`src/rtl/i2c_pkg.sv`:
```
// Shared types and constants for the I2C transaction scheduler.
// Latency: n/a (declarations only).
// Backpressure: n/a.
// Contents: FSM state enum, address/data widths, acknowledge counts per mode.
package i2c_pkg;

   localparam int ADDR_W  = 7;
   localparam int DATA_W  = 8;

   // Acknowledge phases to wait for before closing a transaction:
   // write = address + data byte, read = address + returned byte.
   localparam int WR_ACKS = 2;
   localparam int RD_ACKS = 2;

   typedef enum logic [2:0] {
      IDLE,
      GRANT,
      START,
      WAIT,
      CLOSE,
      DONE,
      ERR
   } state_t;

   function automatic int acks_needed(input logic rd);
      return rd ? RD_ACKS : WR_ACKS;
   endfunction

endpackage

```
`src/rtl/i2c_rr_arb.sv`:
```
// Two-way round-robin arbiter; the requester served last gets lowest priority.
// Latency: grant is combinational from req; pointer updates on the take edge.
// Backpressure: grant is only consumed when take is high; otherwise it just tracks req.
// Ports: clk, reset (sync, active-low), req[1:0], take, gnt_vld, gnt_id.
module i2c_rr_arb (
   input  logic       clk,
   input  logic       reset,
   input  logic [1:0] req,
   input  logic       take,
   output logic       gnt_vld,
   output logic       gnt_id
);

   // ptr names the requester that currently holds priority.
   logic ptr;

   always_comb begin
      gnt_vld = |req;
      gnt_id  = req[ptr] ? ptr : ~ptr;
   end

   always_ff @(posedge clk) begin
      if (!reset) begin
         ptr <= 1'b0;
      end else if (take && gnt_vld) begin
         ptr <= ~gnt_id;
      end
   end

endmodule

```
`src/rtl/i2c_txn_sched.sv`:
```
// Schedules single-byte I2C transactions from two requesters onto one master.
// Latency: grant 1 cycle after req, m_start 2 cycles after req; done 2 cycles after the 2nd ack.
// Backpressure: requesters wait in IDLE while busy; master paces progress via m_ack pulses.
// Ports: req/addr/reg/rd per requester in, done/err per requester out, rdata, busy,
//        m_* master control out, m_out/m_ack from master.
// Option: define I2C_SCHED_TIMEOUT_EN to enable the per-transaction watchdog (ERR path).
module i2c_txn_sched
   import i2c_pkg::*;
#(
   parameter int TO_CYCLES = 4096,
   parameter int ACK_W     = 3
) (
   input  logic              clk,
   input  logic              reset,
   input  logic              req0,
   input  logic              req1,
   input  logic [ADDR_W-1:0] addr0,
   input  logic [ADDR_W-1:0] addr1,
   input  logic [DATA_W-1:0] reg0,
   input  logic [DATA_W-1:0] reg1,
   input  logic              rd0,
   input  logic              rd1,
   output logic              done0,
   output logic              done1,
   output logic              err0,
   output logic              err1,
   output logic [DATA_W-1:0] rdata,
   output logic [ADDR_W-1:0] m_address,
   output logic [DATA_W-1:0] m_register,
   output logic              m_mode,
   output logic              m_en,
   output logic              m_start,
   output logic              m_stop,
   output logic              m_repeat_start,
   input  logic [DATA_W-1:0] m_out,
   input  logic              m_ack,
   output logic              busy
);

   state_t             state_q, state_d;
   logic               gnt_q;
   logic [ACK_W-1:0]   ack_cnt;
   logic               ack_q;
   logic               ack_rise;
   logic               last_ack;
   logic               to_hit;
   logic               gnt_vld, gnt_id;

   i2c_rr_arb u_arb (
      .clk     (clk),
      .reset   (reset),
      .req     ({req1, req0}),
      .take    (state_q == IDLE),
      .gnt_vld (gnt_vld),
      .gnt_id  (gnt_id)
   );

   // The master's ack may be wider than one cycle; only count its leading edge.
   assign ack_rise = m_ack & ~ack_q;
   assign last_ack = (ack_cnt == ACK_W'(acks_needed(m_mode) - 1));

`ifdef I2C_SCHED_TIMEOUT_EN
   localparam int TO_W = $clog2(TO_CYCLES + 1);
   logic [TO_W-1:0] to_cnt;
   logic            err_q;

   always_ff @(posedge clk) begin
      if (!reset) begin
         to_cnt <= '0;
         err_q  <= 1'b0;
      end else begin
         if (state_q inside {START, WAIT, CLOSE}) to_cnt <= to_cnt + 1'b1;
         else                                     to_cnt <= '0;
         if (state_q == ERR)       err_q <= 1'b1;
         else if (state_q == IDLE) err_q <= 1'b0;
      end
   end

   assign to_hit = (state_q inside {START, WAIT, CLOSE}) && (to_cnt == TO_W'(TO_CYCLES - 1));
   assign err0   = done0 & err_q;
   assign err1   = done1 & err_q;
`else
   assign to_hit = 1'b0;
   assign err0   = 1'b0;
   assign err1   = 1'b0;
`endif

   always_ff @(posedge clk) begin
      if (!reset) begin
         state_q    <= IDLE;
         gnt_q      <= 1'b0;
         m_address  <= '0;
         m_register <= '0;
         m_mode     <= 1'b0;
         ack_cnt    <= '0;
         ack_q      <= 1'b0;
         rdata      <= '0;
      end else begin
         state_q <= state_d;
         ack_q   <= m_ack;
         case (state_q)
            IDLE:  if (gnt_vld) gnt_q <= gnt_id;
            GRANT: begin
               m_address  <= gnt_q ? addr1 : addr0;
               m_register <= gnt_q ? reg1  : reg0;
               m_mode     <= gnt_q ? rd1   : rd0;
            end
            START: ack_cnt <= '0;
            WAIT:  if (ack_rise) ack_cnt <= ack_cnt + 1'b1;
            CLOSE: if (m_mode && !to_hit) rdata <= m_out;
            default: ;
         endcase
      end
   end

   always_comb begin
      state_d = state_q;
      case (state_q)
         IDLE:  if (gnt_vld) state_d = GRANT;
         GRANT: state_d = START;
         START: state_d = to_hit ? ERR : WAIT;
         WAIT: begin
            if (to_hit)                    state_d = ERR;
            else if (ack_rise && last_ack) state_d = CLOSE;
         end
         CLOSE: state_d = to_hit ? ERR : DONE;
         DONE:  state_d = IDLE;
         ERR:   state_d = DONE;
         default: state_d = IDLE;
      endcase
   end

   always_comb begin
      m_en           = 1'b0;
      m_start        = 1'b0;
      m_stop         = 1'b0;
      m_repeat_start = 1'b0;
      done0          = 1'b0;
      done1          = 1'b0;
      busy           = (state_q != IDLE);
      case (state_q)
         START: begin
            m_en    = 1'b1;
            m_start = 1'b1;
            m_stop  = m_mode;
         end
         WAIT: begin
            m_en   = 1'b1;
            m_stop = m_mode;
         end
         // Read keeps stop held through here; a write gets its single stop cycle here.
         CLOSE: begin
            m_en   = 1'b1;
            m_stop = 1'b1;
         end
         ERR:  m_stop = 1'b1;
         DONE: begin
            done0 = ~gnt_q;
            done1 = gnt_q;
         end
         default: ;
      endcase
   end

endmodule

```
`config.mk`:
```
export PLATFORM = sky130hd
export DESIGN_NAME = i2c_txn_sched
export DESIGN_NICKNAME = d
export VERILOG_FILES = /design/src/rtl/i2c_pkg.sv /design/src/rtl/i2c_rr_arb.sv /design/src/rtl/i2c_txn_sched.sv
export SDC_FILE = /design/constraint.sdc
export NUM_CORES = 1
export LEC_CHECK = 0
export BUFFER_PORTS_ARGS = -buffer_cell sky130_fd_sc_hd__buf_2
export CORE_ASPECT_RATIO = 2
export CORE_MARGIN = 4
export CORE_UTILIZATION = 37
export DETAILED_ROUTE_END_ITERATION = 16
export GPL_ROUTABILITY_DRIVEN = 0
export GPL_TIMING_DRIVEN = 0
export PLACE_DENSITY_LB_ADDON = 0.05
export SLEW_MARGIN = 20
export SYNTH_ARGS = -nofsm -noshare
export SYNTH_HDL_FRONTEND = slang
export SYNTH_HIERARCHICAL = 1
export SYNTH_SLANG_ARGS = --single-unit
```
`constraint.sdc`:
```
create_clock -name clk -period 2.15 [get_ports clk]
set_input_delay 0.215 -clock clk [delete_from_list [all_inputs] [get_ports clk]]
set_output_delay 0.215 -clock clk [all_outputs]
set_load 0.02 [all_outputs]
```
==> flow_summary.ini, run 1 <==
[synth]
yosys_warnings = 6
ys_seq_elements = 33
synth.cell_area_sq_um = 1620
avgSynthCellArea_sq_um = 9.19
synth.area.top_cells = dfxtp_1 41%, a211oi_2 11%, mux2i_1 9.9%, nand2_1 4.6%, nor2_1 4.6%
synth_seq_area_share = 0.408
ys_types = 35
synth_top_cell_by_area = dfxtp_1
yosysTopAreaCellShare = 0.408
syn_inst = 176

[final_layout]
layout_common_cells = 79 x buf_2, 33 x dfxtp_1, 20 x nor2_1, 20 x nand2_1, 16 x mux2i_1
area_growth_pct = 32.5
final_util = 0.514
fin_nets = 306
drive_gt1_frac = 0.423
n_antenna_cell = 0
final_cell_count_no_fill = 312
layout.cells.most_common = buf_2

[critical_path]
critical_path.max_stage_delay_ns = 0.46
setup.worst_path.start = state_q[0]
slowest_stage = dfxtp_1
crit_path_end_kind = output port
required_ns = 1.93
crit_chain = clkbuf_1 -> nor2_1 -> nand2_1 -> nand2_1 -> buf_2
cp_max_fo = 10
critPathKind = reg -> out
regToRegStartpoint = ack_cnt[0]
crit_top_cell = nand2_1
cp.arrival_ns = 1.49
worstSetupStartpointType = flop

[cts]
cts_tree = built
clockBufferDepth = 2
cts_root_buf = clkbuf_8
clkSinkCount = 33
cts_made_buffers = 5
clk_pin_slew_worst_paths_ns = 0.07
cts_hold_buf = 0
postCtsSetupRepairBufs = 0
cts_resized = 0
insertion_delay_ns = 0.28
htree_num_levels = 2

[placed_design]
place.port_buffers = 74
dpl.hpwl_um = 3180
dp_cells = 304

[pwr]
p_leak_nw = 0.979
p_per_area_nw_per_um2 = 689
ir_worst_vdd_uv = 530

[sta]
rsz0062_at_grt = false
min_period_ns = 1.70
fmax_mhz = 587
timing.hold.ws_ns = 0.155
setup_viol_count_final = 0
period_share = 0.792
relSlewSlack = 0.572
tns_ns = 0
tightestPinTransition_ns = 0.642
clock_skew_ns = 0.00575
hold_violations = 0
slew_violations = 0

[global_route]
grt_max_degree = 11
grt_first_pass_wirelength_um = 6170
grt_pass1_vias = 1387
antenna_found_initial = 0
grtUsageTotal = 0.150
gr-total-overflow = 0

[drt]
ant_nets = 0
via_per_inst = 4.75
drt_pre_antenna_iters = 4
first_iter_violations = 25
route.detailed.drc = 0
wl_per_cell_um = 12.8
wl_um = 4000
vias = 1483

[status]
outcome = complete, no violations

[die]
io_pins = 78
core_sq_um = 4170
rows = 33
start_util = 0.388
dieArea_sq_um = 5560
die_y_um = 102
die_w_um = 54.8

[worst_hold_path]
min_path_type = in -> reg
min_from = m_out[1]

[run]
maxCapViolCount = 0
-- where the power goes --
group | switching, W | internal (W) | total, W
sequential | 0.0000281 | 0.000654 | 0.000682
clock | 0.000216 | 0.000224 | 0.000440
combinational | 0.000206 | 0.000149 | 0.000355
-- sequential cells by signal, summed over array words and instances, names as in the netlist --
signal	cells
ack_cnt	3
u_arb/ptr	1
rdata	8
gnt_q	1
m_register	8
m_address	7
state_q	3
ack_q	1
m_mode	1
-- metal layers --
layer | up-vias | wire length, um | track usage
met3 | 4 | 331 | 0.0486
met2 | 57 | 2070 | 0.259
met5 | - | 0 | 0
met1 | 643 | 1550 | 0.160
met4 | 0 | 49 | 0.0576
li1 | 779 | - | -
-- Yosys cell counts (all sizes together) --
library cell and number:
nor2b 3, ha 2, a211oi 16, nor3b 1, and3 2, nor4bb 2, a41o 1, clkbuf 3
o21ai 10, inv 3, a21oi 2, nand3 10, a311oi 1, nand2 20, buf 13, a31o 1
nor2 20, o311a 1, and2 1, nand4b 1, a21o 1, or2 1, nand2b 3, nand4 1
and4b 1, nor3 1, mux2i 16, a31oi 3, conb 1, dfxtp 33, nor4 1, and2b 1
-- cell type report --
cell class	instances	area [sq um]
clock inverter	2	10.0
clock buffer	6	72.6
sequential	33	661
fill	428	2030
multi-input combinational	126	861
timing repair buffer	74	370
inverter	3	11.3
buffer	16	92.6
tap	52	65.1
-- logic make-up after synthesis --
| kind of cell | count (synthesis) | share of synthesized area |
|---|---|---|
| AO/OA/AOI/OAI | 36 | 0.194 |
| adder cells (fa/ha/maj) | 2 | 0.0155 |
| buffers and inverters | 19 | 0.0642 |
| flip-flops | 33 | 0.408 |
| multiplexers | 16 | 0.0990 |
| other | 1 | 0.00232 |
| AND/OR/NAND/NOR | 69 | 0.217 |
-- per-stage QoR --
step | instance area (sq um) | power (W) | setup WS (ns)
after global placement | 2060 | 0.00105 | 0.664
after CTS | 2140 | 0.00150 | 0.421
after detailed placement | 2060 | 0.00106 | 0.664
after floorplan | 1630 | 0.000936 | 0.929
after global routing | 2140 | 0.00157 | 0.292
final | 2140 | 0.00148 | 0.447
-- critical path: cells and delay by family (launching register included) --
kind	cells	cell delay, ns
buffers and inverters	2	0.50
flip-flops	1	0.46
AND/OR/NAND/NOR	3	0.25
-- worst paths after layout --
path / to / slack [ns] / cells past startpoint
setup / recovery: m_en / 0.45 / 5
hold / removal: rdata[1] / 0.16 / 3
setup reg to reg: state_q[0] / 0.66 / 4
hold reg to reg: rdata[3] / 0.46 / 2
(Power assumes the default switching activity.)
==> inputs of run 2 (changes only) <==
- clock period: 2.15 -> 1.62 ns (I/O delays scaled with it)
==> run 2 against run 1 <==
Register-to-register slack lost 0.52 ns. Critical path depth unchanged. Total power is 33% higher. Sequential share of layout area is 0.081 points higher. Largest power group unchanged. Highest routed layer unchanged.
==> flow_summary.ini, run 2 (synthesized netlist as in run 1, its figures left out) <==
[sta]
rsz0062_at_grt = false
fmax_mhz = 657
setup_viol_count_final = 0
slew_violations = 0
clock_skew_ns = 0.00585
period_share = 0.940
tns_ns = 0
hold_violations = 0
tightestPinTransition_ns = 0.643
min_period_ns = 1.52
relSlewSlack = 0.572

[placed_design]
dpl.hpwl_um = 3180
placed_cell_area_sq_um = 2060
place.port_buffers = 74

[critical_path]
endpoint = m_stop
cp_max_fo = 10
crit_top_cell = nand2_1
regToRegStartpoint = ack_cnt[0]
ff2ff_setup_slack_ns = 0.14
worstSetupStartpointType = flop
crit_cells = 5
crit_chain = buf_4 -> and2b_2 -> nand2_1 -> nand2_1 -> buf_2
crit_path_end_kind = output port
timing.rr.end = state_q[0]
cp_top_family = simple AND/OR/NAND/NOR gates
required_ns = 1.46
setup.worst_path.start = state_q[2]
critPathKind = reg -> out
worstRegToRegCells = 4
path_buf_inv = 2
cp.arrival_ns = 1.36
critical_path.max_stage_delay_ns = 0.36
slowest_stage = dfxtp_2

[die]
die_y_um = 102
rows = 33
core_sq_um = 4170
die_w_um = 54.8
dieArea_sq_um = 5560
start_util = 0.388
io_pins = 78

[final_layout]
largestRegisters = m_register: 8 flops, rdata: 8 flops, m_address: 7 flops
fillers = 430
n_antenna_cell = 0
drive_gt1_frac = 0.436
fin_nets = 305
fin_area_sq_um = 2150
layout_common_cells = 78 x buf_2, 31 x dfxtp_1, 20 x nor2_1, 20 x nand2_1, 16 x mux2i_1
layout.cells.most_common = buf_2
area_growth_pct = 32.6

[cts]
postCtsSetupRepairBufs = 0
clkSinkCount = 33
cts_tree = built
htree_num_levels = 2
clk_pin_slew_worst_paths_ns = 0.07
cts_root_buf = clkbuf_8
clockBufferDepth = 2
cts_made_buffers = 5
insertion_delay_ns = 0.28

[pwr]
p_leak_nw = 0.978
power_w = 0.00196
seq_power_share = 0.462
clock_power_share = 0.299
ir_worst_vdd_uv = 709
p_sw_frac = 0.304
p_int_w = 0.00136
p_sw_w = 0.000597
power_frac_comb = 0.239
p_per_area_nw_per_um2 = 914

[drt]
wl_um = 3960
drt_pre_antenna_iters = 4
via_per_inst = 4.78
first_iter_violations = 20
ant_nets = 0
wl_per_cell_um = 12.7
route.detailed.drc = 0
vias = 1488

[global_route]
grtUsageTotal = 0.149
gr-total-overflow = 0
grt_max_degree = 20
grt_first_pass_wirelength_um = 6140
grt_pass1_vias = 1382
antenna_found_initial = 0

[run]
maxCapViolCount = 0

[worst_hold_path]
min_path_type = in -> reg

[status]
outcome = complete, no violations
==> run 2: cell count changes in the layout (fill, tap and decap cells not counted), sizes merged <==
cell    previous run  this run
clkbuf             9         8
==> run 2: per-stage QoR <==
stage | instances | worst slack (ns) | utilization | hold slack (ns)
after floorplan | 178 | 0.431 | - | 0.284
after global placement | 304 | 0.134 | 0.494 | 0.379
after detailed placement | 304 | 0.134 | 0.494 | 0.387
after CTS | 311 | 0.0224 | 0.514 | 0.0839
after global routing | 311 | 0.00123 | 0.515 | 0.0959
final | 311 | 0.0977 | 0.515 | 0.100
==> run 2: worst reg2reg max path, delay by kind of cell (launching register included) <==
kind,cells,cell delay [ns]
flops,1,0.39
fa+ha+maj,1,0.17
compound gates,2,0.32
simple gates,1,0.50
==> run 2: worst min-delay path by stage <==
stage,start,cells after the start,end,slack (ns)
floorplan,m_ack,1,ack_q,0.28
global placement,m_out[5],3,rdata[5],0.38
detailed placement,m_out[5],3,rdata[5],0.39
CTS,m_out[1],3,rdata[1],0.08
global route,m_out[1],3,rdata[1],0.1
finish,m_out[1],3,rdata[1],0.10
==> run 2: final cells by class <==
cell class | count | area [sq um] | area share
clock inverters | 2 | 10.0 | 0.00466
well taps | 52 | 65.1 | 0.0303
clock buffers | 6 | 72.6 | 0.0338
flip-flops and latches | 33 | 663 | 0.309
inverters | 3 | 11.3 | 0.00525
repair buffers | 74 | 370 | 0.173
multi-input cells | 126 | 862 | 0.402
plain buffers | 15 | 91.3 | 0.0426
==> run 2: timing repair <==
item,in CTS,in global routing
gates cloned,0,0
hold buffers,0,0
setup endpoints to repair,3,2
gates resized for setup,2,4
==> run 2: power groups by stage <==
stage	Combinational, W	Clock, W	Sequential (W)
after global routing	0.000518	0.000649	0.000911
final	0.000469	0.000586	0.000906
after detailed placement	0.000479	0	0.000923
after floorplan	0.000269	0	0.000974
after global placement	0.000476	0	0.000922
after CTS	0.000477	0.000612	0.000905
==> run 2: metal layers <==
metal / vias up / GRT usage / part of all wire
met4: 0 / 0.0576 / 0.011
met1: 648 / 0.158 / 0.38
met5: - / 0 / 0
met2: 58 / 0.257 / 0.52
met3: 4 / 0.0486 / 0.084
li1: 778 / - / -
